[config.mk]
export PLATFORM = sky130hd
export DESIGN_NAME = alu_seq_unit
export DESIGN_NICKNAME = d
export VERILOG_FILES = /design/src/rtl/alu_seq_unit.sv
export SDC_FILE = /design/constraint.sdc
export NUM_CORES = 1
export LEC_CHECK = 0
export ABC_AREA = 1
export BUFFER_PORTS_ARGS = -buffer_cell sky130_fd_sc_hd__buf_2
export CAP_MARGIN = 20
export CORE_ASPECT_RATIO = 1.1
export CORE_MARGIN = 4
export CORE_UTILIZATION = 65
export DETAILED_ROUTE_END_ITERATION = 10
export PLACE_DENSITY = 0.9
export SLEW_MARGIN = 15
export SYNTH_ARGS = -nofsm -noshare
export SYNTH_HDL_FRONTEND = slang
export SYNTH_SLANG_ARGS = --single-unit
[constraint.sdc]
create_clock -name clk -period 4.7 [get_ports clk]
set_input_delay 0.47 -clock clk [delete_from_list [all_inputs] [get_ports clk]]
set_output_delay 0.47 -clock clk [all_outputs]
set_load 0.02 [all_outputs]
[src/rtl/alu_seq_unit.sv]
// Handshaked 32-bit ALU wrapper: single-cycle logic/arith ops, 1 bit/cycle shifts.
// Optional sticky overflow flag enabled by defining ALU_STICKY_OVF_EN.
module alu_seq_unit #(
   parameter int WIDTH    = 32,
   parameter int OP_WIDTH = 4
) (
   input  logic                clk,
   input  logic                rst_n,
   input  logic                in_valid,
   output logic                in_ready,
   input  logic [WIDTH-1:0]    X,
   input  logic [WIDTH-1:0]    Y,
   input  logic [OP_WIDTH-1:0] op_code,
   output logic                out_valid,
   input  logic                out_ready,
   output logic [WIDTH-1:0]    Z,
   output logic                equal,
   output logic                overflow,
   output logic                zero
`ifdef ALU_STICKY_OVF_EN
   ,
   output logic                ovf_sticky,
   input  logic                ovf_clr
`endif
);

   localparam int SW = $clog2(WIDTH);

   localparam logic [OP_WIDTH-1:0] OP_AND = OP_WIDTH'(0);
   localparam logic [OP_WIDTH-1:0] OP_OR  = OP_WIDTH'(1);
   localparam logic [OP_WIDTH-1:0] OP_XOR = OP_WIDTH'(2);
   localparam logic [OP_WIDTH-1:0] OP_NOR = OP_WIDTH'(3);
   localparam logic [OP_WIDTH-1:0] OP_ADD = OP_WIDTH'(4);
   localparam logic [OP_WIDTH-1:0] OP_SUB = OP_WIDTH'(5);
   localparam logic [OP_WIDTH-1:0] OP_SLT = OP_WIDTH'(6);
   localparam logic [OP_WIDTH-1:0] OP_SLL = OP_WIDTH'(7);
   localparam logic [OP_WIDTH-1:0] OP_SRL = OP_WIDTH'(8);
   localparam logic [OP_WIDTH-1:0] OP_SRA = OP_WIDTH'(9);

   // EXEC gives the one-cycle gap between accept and the first shift/result
   typedef enum logic [1:0] {
      S_IDLE,
      S_EXEC,
      S_SHIFT,
      S_DONE
   } state_t;

   state_t              r_state;
   state_t              w_next;
   logic [WIDTH-1:0]    r_x;
   logic [WIDTH-1:0]    r_y;
   logic [OP_WIDTH-1:0] r_op;
   logic [SW-1:0]       r_cnt;
   logic [WIDTH-1:0]    r_z;
   logic                r_eq;
   logic                r_ovf;

   logic [WIDTH-1:0]    w_add;
   logic [WIDTH-1:0]    w_sub;
   logic                w_add_ovf;
   logic                w_sub_ovf;
   logic                w_slt;
   logic                w_is_shift;
   logic [SW-1:0]       w_amt;
   logic [WIDTH-1:0]    w_res;
   logic                w_ovf;
   logic [WIDTH-1:0]    w_shift1;

   assign w_add = r_x + r_y;
   assign w_sub = r_x - r_y;
   assign w_add_ovf = (r_x[WIDTH-1] == r_y[WIDTH-1])
                    & (w_add[WIDTH-1] != r_x[WIDTH-1]);
   assign w_sub_ovf = (r_x[WIDTH-1] != r_y[WIDTH-1])
                    & (w_sub[WIDTH-1] != r_x[WIDTH-1]);
   assign w_slt = $signed(r_x) < $signed(r_y);
   assign w_is_shift = (r_op == OP_SLL) | (r_op == OP_SRL)
                     | (r_op == OP_SRA);
   assign w_amt = r_y[SW-1:0];

   always_comb begin
      w_res = '0;
      w_ovf = 1'b0;
      case (r_op)
         OP_AND: w_res = r_x & r_y;
         OP_OR:  w_res = r_x | r_y;
         OP_XOR: w_res = r_x ^ r_y;
         OP_NOR: w_res = ~(r_x | r_y);
         OP_ADD: begin
            w_res = w_add;
            w_ovf = w_add_ovf;
         end
         OP_SUB: begin
            w_res = w_sub;
            w_ovf = w_sub_ovf;
         end
         OP_SLT: w_res = {{(WIDTH-1){1'b0}}, w_slt};
         OP_SLL, OP_SRL, OP_SRA: w_res = r_x;
         default: w_res = '0;
      endcase
   end

   always_comb begin
      w_shift1 = r_z;
      case (r_op)
         OP_SLL:  w_shift1 = {r_z[WIDTH-2:0], 1'b0};
         OP_SRL:  w_shift1 = {1'b0, r_z[WIDTH-1:1]};
         OP_SRA:  w_shift1 = {r_z[WIDTH-1], r_z[WIDTH-1:1]};
         default: w_shift1 = r_z;
      endcase
   end

   always_ff @(posedge clk or negedge rst_n) begin
      if (!rst_n) r_state <= S_IDLE;
      else        r_state <= w_next;
   end

   always_comb begin
      w_next    = r_state;
      in_ready  = 1'b0;
      out_valid = 1'b0;
      case (r_state)
         S_IDLE: begin
            in_ready = 1'b1;
            if (in_valid) w_next = S_EXEC;
         end
         S_EXEC: begin
            if (w_is_shift && (w_amt != '0)) w_next = S_SHIFT;
            else                             w_next = S_DONE;
         end
         S_SHIFT: begin
            if (r_cnt == SW'(1)) w_next = S_DONE;
         end
         S_DONE: begin
            out_valid = 1'b1;
            if (out_ready) w_next = S_IDLE;
         end
         default: w_next = S_IDLE;
      endcase
   end

   always_ff @(posedge clk or negedge rst_n) begin
      if (!rst_n) begin
         r_x   <= '0;
         r_y   <= '0;
         r_op  <= '0;
         r_cnt <= '0;
         r_z   <= '0;
         r_eq  <= 1'b0;
         r_ovf <= 1'b0;
      end else begin
         case (r_state)
            S_IDLE: begin
               if (in_valid) begin
                  r_x  <= X;
                  r_y  <= Y;
                  r_op <= op_code;
               end
            end
            S_EXEC: begin
               r_z   <= w_res;
               r_eq  <= (r_x == r_y);
               r_ovf <= w_ovf;
               r_cnt <= w_amt;
            end
            S_SHIFT: begin
               r_z   <= w_shift1;
               r_cnt <= r_cnt - SW'(1);
            end
            default: ;
         endcase
      end
   end

   assign Z        = r_z;
   assign equal    = r_eq;
   assign overflow = r_ovf;
   assign zero     = (r_z == '0);

`ifdef ALU_STICKY_OVF_EN
   logic r_ovf_sticky;

   // clear has priority over a same-cycle overflowing transfer
   always_ff @(posedge clk or negedge rst_n) begin
      if (!rst_n)
         r_ovf_sticky <= 1'b0;
      else if (ovf_clr)
         r_ovf_sticky <= 1'b0;
      else if (out_valid && out_ready && r_ovf)
         r_ovf_sticky <= 1'b1;
   end

   assign ovf_sticky = r_ovf_sticky;
`endif

endmodule

; ---- After elaboration in Yosys (flattened, before gate mapping)
; Cells that the tools add are included.
[word_totals]
reg_bits = 109
in_bits = 72
output_inout_bits = 37
elab_cells = 68
[classes]
addsub = 3
n_lt_le_gt_ge = 1
eq_ne = 24
mux = 12
bitwise_logic = 8
reduce_logical = 11
[op_table]
columns = operator, n
row1 = $pmux W32 S8, 1
row2 = $pmux W32 S3, 1
row3 = $pmux W32 S2, 1
row4 = $add A32 B32 Y32, 1
row5 = $and A32 B32 Y32, 1
row6 = $eq A32 B32 Y1, 1
row7 = $logic_not A32 Y1, 1
row8 = $lt A32 B32 Y1, 1
row9 = $not A32 Y32, 1
row10 = $or A32 B32 Y32, 1
row11 = $sub A32 B32 Y32, 1
row12 = $xor A32 B32 Y32, 1
row13 = $eq A4 B3 Y1 const B, 4
row14 = $pmux W5 S2, 1
row15 = $eq A4 B2 Y1 const B, 2
row16 = $eq A4 B4 Y1 const B, 2
row17 = $ne A2 B2 Y1 const B, 4
row18 = $pmux W2 S4, 1
row19 = $mux W2, 3
row20 = $reduce_and A3 Y1, 2
row21 = $eq A5 B1 Y1 const B, 1
row22 = $reduce_bool A5 Y1, 1
row23 = $sub A5 B1 Y5 const B, 1
row24 = $eq A2 B2 Y1 const B, 2
row25 = 16 further kinds, 23

; ---- Depth between registers and ports, before layout
; Gate-level depths: netlist of the first run.
[depth]
depth_word = 6
mapped_depth = 19
mapped_depth_nobuf = 18

; ---- Least setup slack after synthesis of the first run
; No wires, ideal clock.
[synth_timing]
path_type = reg2out
start = register r_z[1] (netlist: Z[1])
end = output port zero
t_arrival_ps = 1555
t_required_ps = 4230
path_slack_ps = 2675
stages_incl_launch_ff = 6
cell_sequence = dfrtp_1 inv_1 nand2_1 nor4_1 nand2_1 nor4_1
[synth_via]
elab_chain_cells = 1
[synth_rtl]
columns = element, line
row1 = start: declaration, 54  ; logic [WIDTH-1:0] r_z;
row2 = start signal: assignment, 160  ; r_z <= w_res;
row3 = start signal: assignment, 166  ; r_z <= w_shift1;
row4 = $logic_not A32 Y1, 177  ; assign zero = (r_z == '0);
row5 = end: declaration, 19  ; output logic zero
; Every way passes these cells.

; ---- Worst setup path in the final report of the first run
[layout_timing]
start = register r_op[3]
end = register r_z[24] (netlist: Z[24])
[layout_via]
elab_chain_cells = 4
[layout_rtl]
columns = element, line
row1 = start: declaration, 52  ; logic [OP_WIDTH-1:0] r_op;
row2 = start signal: assignment, 156  ; r_op <= op_code;
row3 = $eq A4 B3 Y1 or $eq A4 B4 Y1 (tied branches), "83, 104"
row4 = $reduce_or A3 Y1, 83  ; case (r_op)
row5 = $pmux W32 S8, 83
row6 = $pmux W32 S2, 151  ; case (r_state)
; Several ways; a longest one is shown, not always the timed one.
; A chain may end at the register's enable or synchronous reset.

==> results of run 1 <==
## logic make-up (layout without fill, tap and decap cells)
| kind of cell | after synthesis | after routing | share of synthesized area [%] |
|---|---|---|---|
| compound gates | 350 | 350 | 16.7 |
| xor+xnor | 5 | 5 | 0.362 |
| mux | 2 | 2 | 0.186 |
| fa+ha+maj | 116 | 116 | 12.1 |
| simple gates | 949 | 949 | 33.5 |
| buf+inv | 417 | 470 | 14.6 |
| flops | 109 | 109 | 22.6 |
## Yosys cell counts (all sizes together)
cell,instances,area (um2)
a211oi,6,50.1
a21oi,179,937
a221oi,8,70.1
a22oi,19,148
a31oi,5,31.3
and2,5,31.3
and3,3,18.8
buf,61,402
clkbuf,19,93.8
dfrtp,109,2730
fa,2,40.0
ha,114,1430
inv,337,1270
mux2,2,22.5
nand2,508,1940
nand3,144,736
nand3b,2,15.0
nand4,26,163
nor2,237,992
nor3,13,85.1
nor4,9,62.6
o2111ai,3,26.3
o211ai,5,37.5
o21ai,77,385
o21bai,5,37.5
o221ai,9,78.8
o22ai,34,213
or2,2,12.5
xor2,5,43.8
## metrics by stage
stage          std cells  hold WS [ps]
2_1_floorplan       1948           174
3_3_place_gp        2228           485
3_5_place_dp        2228           511
4_1_cts             2244           210
5_1_grt             2244           249
6_report            2244           185
## routing by layer
| layer | vias up | routed length (um) | GRT usage [%] | share of wire (%) |
|---|---|---|---|---|
| li1 | 6297 | - | - | - |
| met1 | 6123 | 17500 | 55.4 | 41 |
| met2 | 898 | 17900 | 60.6 | 42 |
| met3 | 176 | 5250 | 8.08 | 12 |
| met4 | 0 | 2010 | 16.2 | 4.7 |
| met5 | - | 0 | 0 | 0 |
## cell type report
type                    count  area, um2
well taps                 243        304
fillers                  1669       5510
multi-input cells        1422       7610
flip-flops and latches    109       2730
clock buffers               9        225
repair buffers            117        611
inverters                 337       1270
clock inverters             7       91.3
## state kept, by name, summed over array words and instances, names as in the netlist
name,cells
r_x,32
r_op,4
r_y,32
equal,1
r_state,2
r_cnt,5
overflow,1
Z,32
## worst max-delay path: stages, from the launching register on
cell,delay [ps]
sky130_fd_sc_hd__dfrtp_1,480
sky130_fd_sc_hd__nand2_1,160
sky130_fd_sc_hd__nor2_4,30
sky130_fd_sc_hd__buf_4,280
sky130_fd_sc_hd__a21oi_4,740
sky130_fd_sc_hd__nand2_2,90
sky130_fd_sc_hd__nand2_2,600
sky130_fd_sc_hd__inv_2,340
sky130_fd_sc_hd__nor2_1,180
sky130_fd_sc_hd__a21oi_1,60
## worst min-delay path by stage
stage / cells after the start / endpoint / slack, ps
finish: 1 / r_y[18] / 190
detailed placement: 2 / equal / 510
global placement: 2 / equal / 480
CTS: 1 / r_y[18] / 210
floorplan: 0 / Z[0] / 170
global route: 1 / Z[31] / 250
==> flow_summary.rst, run 1 <==
.. list-table::
   :header-rows: 1

   * - Metric
     - Value
   * - Remaining DRCs
     - 0
   * - Setup slack on the worst flop-to-flop path
     - between 1500 and 2000 ps
   * - Post-route antenna net violation count
     - 0
   * - Global-route wire length before repair
     - between 60000 and 70000 um
   * - Starting DRT DRC Count
     - ~1600
   * - Total Die Area
     - ~21000 um2
   * - Final cycle utilization of the critical path
     - between 60% and 70%
   * - Share of the yosys chip area belonging to registers
     - between 20 and 25%
   * - Critical path start-end classification
     - flop to flop
   * - Hold buffer count at CTS
     - 0
   * - Reg clk slew, reported paths
     - 80 ps
   * - Finished Core Util
     - approximately 70%
   * - Placer congestion estimate
     - 1.05
   * - Slew Limit Headroom
     - 36.2%
   * - Setup WS post-layout
     - ~1600 ps
   * - Sum of net half-perimeters after detailed placement
     - approximately 34000 um
   * - Startpoint Class
     - flop
   * - Number of warnings reported in the yosys synthesis log
     - 0
   * - Data arrival time at the worst-slack endpoint
     - 3350 ps
   * - Worst setup path endpoint
     - Z[24]
   * - Gr usage total
     - about 40%
   * - Design Area, Final
     - approximately 13000 um2
   * - Total via count after detailed routing
     - roughly 13000
   * - Synthesized instance count
     - 1948
   * - Worst path required time
     - 4940 ps
   * - FF-to-FF Start
     - r_op[3]
   * - Maximum clock rate
     - 321 MHz
   * - Setup slack after placement
     - around 1700 ps
   * - # H-tree levels
     - 3
   * - Final critical delay including setup and external delays
     - between 3000 and 4000 ps
   * - Number of top-level design ports
     - around 110
   * - Std cell rows
     - between 50 and 60
   * - Final Max Slew Viols
     - 0
   * - Number of gates resized after CTS
     - 0
   * - Length in cells of the worst reg-to-reg path
     - 9
   * - Launch point of the worst path
     - r_op[3]
   * - Final routed wire length divided by cell count
     - approximately 19 um
   * - Initial antenna violation count
     - 0
   * - Number of maximum-capacitance violations
     - 0
   * - Endpoint of the lowest-slack register-to-register path
     - Z[24]
   * - Average size of a mapped cell
     - a little over 6 um2
   * - GR Overflow Total
     - 0
   * - Setup repair after global routing missed its margin
     - false
   * - Number of buffers created by CTS
     - 9
   * - Via count of the first global-routing pass
     - between 10000 and 15000
   * - Buffers from clock root to sink, at most
     - 2
   * - Count of TritonRoute iterations in the first routing pass
     - 7
   * - Clock latency at the later pin of the worst-skew pair
     - around 380 ps
   * - Type of destination of the critical path
     - flop
   * - Actual transition at the worst max-transition pin
     - around 950 ps
   * - Final setup viols
     - 0
   * - Average vias per placed instance
     - ~6
   * - Number of register bits inferred by synthesis
     - 109
   * - Post-Syn Nets
     - around 2100
   * - Root Driver
     - sky130_fd_sc_hd__clkbuf_16
   * - Leading cell type in the layout, fill and taps excluded
     - sky130_fd_sc_hd__nand2_1
   * - Crit Path Max Fanout
     - just under 60
   * - Number of failing hold endpoints at the final stage
     - 0
   * - Setup Buffers After CTS
     - 0
   * - Fraction of final layout cells sized beyond drive strength 1
     - 10.5%
   * - Number of diodes added for antenna fixing
     - 0
   * - Count of input and output buffers
     - 108
   * - Placeable Area
     - between 15000 and 20000 um2
   * - Clock tree from TritonCTS
     - yes
   * - Die Span X
     - about 140 um
   * - Type of the worst min-delay path
     - input port to asynchronous set/reset pin
   * - Largest net degree at the start of global routing
     - 66
   * - Initial cell density of the core
     - between 60% and 70%
   * - Final wirelength
     - between 40000 and 50000 um
   * - Final Skew
     - 20.0 ps
   * - Total number of clock tree sinks
     - about 110
   * - Relative area change from synthesis to final layout
     - 6.15%
   * - Unique cell type count in the Yosys netlist
     - 48
   * - Die Height
     - about 150 um
   * - Cell Area, Placed
     - between 10000 and 15000 um2
   * - Run status
     - finished, final reports clean
   * - Final nets
     - 2184
   * - Top library cells by usage in the layout, fill and taps aside
     - sky130_fd_sc_hd__nand2_1, sky130_fd_sc_hd__inv_1, sky130_fd_sc_hd__nor2_1
   * - Syn Std Cell Area
     - about 12000 um2
   * - Setup tns final
     - 0 ps
Power of run 1 is not shown: default switching activity piles up to over one toggle a cycle in this logic, so the estimate is an artifact.
==> run 2, diff against run 1 <==
Settings changed: CORE_UTILIZATION 65 to 56, PLACE_DENSITY 0.9 to 0.83.
Clock period 4.7 ns to 2.5 ns, I/O delays scaled along.
==> flow_summary.rst, run 2 (synthesis gave the netlist of run 1 again) <==
.. list-table::
   :header-rows: 1

   * - Metric
     - Value
   * - Number of maximum-capacitance violations
     - 0
   * - Post-route non-filler standard cell count
     - 2472
   * - Global-route wire length before repair
     - approximately 70000 um
   * - Final critical delay including setup and external delays
     - about 2500 ps
   * - Die Height
     - 162 um
   * - Remaining DRCs
     - 0
   * - Gr usage total
     - between 30% and 40%
   * - Via count of the first global-routing pass
     - 12683
   * - Run status
     - finished, final reports clean
   * - Actual transition at the worst max-transition pin
     - roughly 760 ps
   * - # H-tree levels
     - 3
   * - Critical path start-end classification
     - flop to flop
   * - Die Span X
     - between 100 and 150 um
   * - Worst path required time
     - between 2000 and 3000 ps
   * - Number of top-level design ports
     - roughly 110
   * - Buffers from clock root to sink, at most
     - 2
   * - Startpoint of the worst hold path
     - op_code[3]
   * - GR Overflow Total
     - 0
   * - Total number of clock tree sinks
     - about 110
   * - Number of cells after detailed placement
     - ~2400
   * - Initial antenna violation count
     - 0
   * - Placeable Area
     - 21300 um2
   * - Sum of net half-perimeters after detailed placement
     - approximately 38000 um
   * - Final Skew
     - roughly 18 ps
   * - Count of input and output buffers
     - roughly 110
   * - Root Driver
     - sky130_fd_sc_hd__clkbuf_16
   * - Launch point of the worst path
     - r_x[0]
   * - Crit Path Max Fanout
     - 3
   * - Clock latency at the later pin of the worst-skew pair
     - 380 ps
   * - Largest net degree at the start of global routing
     - 110
   * - Final cycle utilization of the critical path
     - between 90% and 100%
   * - Fill count
     - approximately 1900
   * - Starting DRT DRC Count
     - between 1500 and 2000
   * - Setup repair after global routing missed its margin
     - true
   * - Final routed wire length divided by cell count
     - between 15 and 20 um
   * - Final nets
     - about 2400
   * - Average vias per placed instance
     - 5.73
   * - Clock tree from TritonCTS
     - yes
   * - Leading cell type in the layout, fill and taps excluded
     - sky130_fd_sc_hd__nand2_1
   * - Std cell rows
     - 56
   * - Total Die Area
     - approximately 24000 um2
   * - Fraction of final layout cells sized beyond drive strength 1
     - between 20 and 25%
   * - Relative area change from synthesis to final layout
     - 22.0%
   * - Type of destination of the critical path
     - flop
   * - Post-route antenna net violation count
     - 0
   * - Top library cells by usage in the layout, fill and taps aside
     - sky130_fd_sc_hd__nand2_1, sky130_fd_sc_hd__inv_1, sky130_fd_sc_hd__nor2_1
   * - Count of TritonRoute iterations in the first routing pass
     - 9
   * - FF-to-FF Start
     - r_x[0]
   * - Maximum clock rate
     - between 400 and 500 MHz
   * - Final wirelength
     - around 48000 um
   * - Number of failing hold endpoints at the final stage
     - 0
   * - Final setup viols
     - 0
   * - Data arrival time at the worst-slack endpoint
     - around 2800 ps
   * - Initial cell density of the core
     - a little under three fifths
   * - Placer congestion estimate
     - 1.06
   * - Final Max Slew Viols
     - 0
   * - Total via count after detailed routing
     - 14161
   * - Startpoint Class
     - flop
   * - Reg clk slew, reported paths
     - roughly 90 ps
   * - Slew Limit Headroom
     - approximately 49%
   * - Number of buffers created by CTS
     - 9
   * - Type of the worst min-delay path
     - input port to flop
   * - Number of diodes added for antenna fixing
     - 0
run 2: changes by cell type in the layout (fill, tap and decap cells not counted), sizes merged:
cell,change
bufinv,+1
inv,+2
buf,+180
dlygate4sd3,+1
clkinv,-4
clkinvlp,+1
run 2: stage by stage:
stage / setup WS [ps] / cell area [um2] / hold slack, ps / util, % / setup TNS (ps)
floorplan: 477 / 12100 / -45.6 / - / 0
global placement: -182 / 14000 / 367 / 65.5 / -328
detailed placement: -134 / 14000 / 379 / 65.5 / -543
CTS: 2.24 / 14300 / 106 / 67.2 / 0
global route: -48.6 / 14700 / 129 / 69.2 / -171
finish: 42.2 / 14700 / 105 / 69.2 / 0
run 2: final timing paths:
kind	to	slack, ps	cells after the start
worst min register to register	r_cnt[3]	540	2
worst max-delay path	Z[0]	40	16
worst max register to register	Z[0]	40	16
worst min-delay path	r_op[3]	100	2
max in group asynchronous	r_x[21]	1460	3
min in group asynchronous	r_x[18]	420	3
run 2: layout make-up:
| cell class | count | area [um2] | share of cell area [%] |
|---|---|---|---|
| timing repair buffer | 298 | 2080 | 14.1 |
| inverter | 337 | 1270 | 8.59 |
| tap | 290 | 363 | 2.46 |
| sequential | 109 | 2730 | 18.5 |
| multi-input combinational | 1422 | 8010 | 54.3 |
| clock buffer | 9 | 225 | 1.53 |
| clock inverter | 7 | 80.1 | 0.543 |
run 2: worst max-delay path: stages, from the launching register on:
cell and delay (ps):
sky130_fd_sc_hd__dfrtp_1 440, sky130_fd_sc_hd__inv_2 70, sky130_fd_sc_hd__ha_2 210, sky130_fd_sc_hd__fa_2 360, sky130_fd_sc_hd__inv_2 70, sky130_fd_sc_hd__nand2_1 90, sky130_fd_sc_hd__nand3_2 120, sky130_fd_sc_hd__nand2_1 100
sky130_fd_sc_hd__nand2_2 130, sky130_fd_sc_hd__nand2_1 80, sky130_fd_sc_hd__nand2_1 100, sky130_fd_sc_hd__nand2_1 80, sky130_fd_sc_hd__nand3_1 150, sky130_fd_sc_hd__nand3_2 120, sky130_fd_sc_hd__nand2_2 80, sky130_fd_sc_hd__nand2_1 60
sky130_fd_sc_hd__a21oi_2 120
run 2: metal layers:
| metal | up-vias | wire, um | track usage [%] |
|---|---|---|---|
| li1 | 6672 | - | - |
| met1 | 6568 | 19500 | 51.9 |
| met2 | 803 | 20600 | 56.5 |
| met3 | 118 | 5750 | 10.1 |
| met4 | 0 | 1700 | 13.4 |
| met5 | - | 0 | 0 |
run 2: repair_timing:
| action | 4_1_cts | 5_1_grt |
|---|---|---|
| buffers inserted | 0 | 10 |
| hold buffers | 1 | 0 |
| hold endpoints to repair | 14 | 0 |
| gates resized for setup | 13 | 85 |
| pin swaps | 0 | 7 |
| endpoints found under the setup margin | 12 | 26 |
Power of run 2 is left out for the same reason.
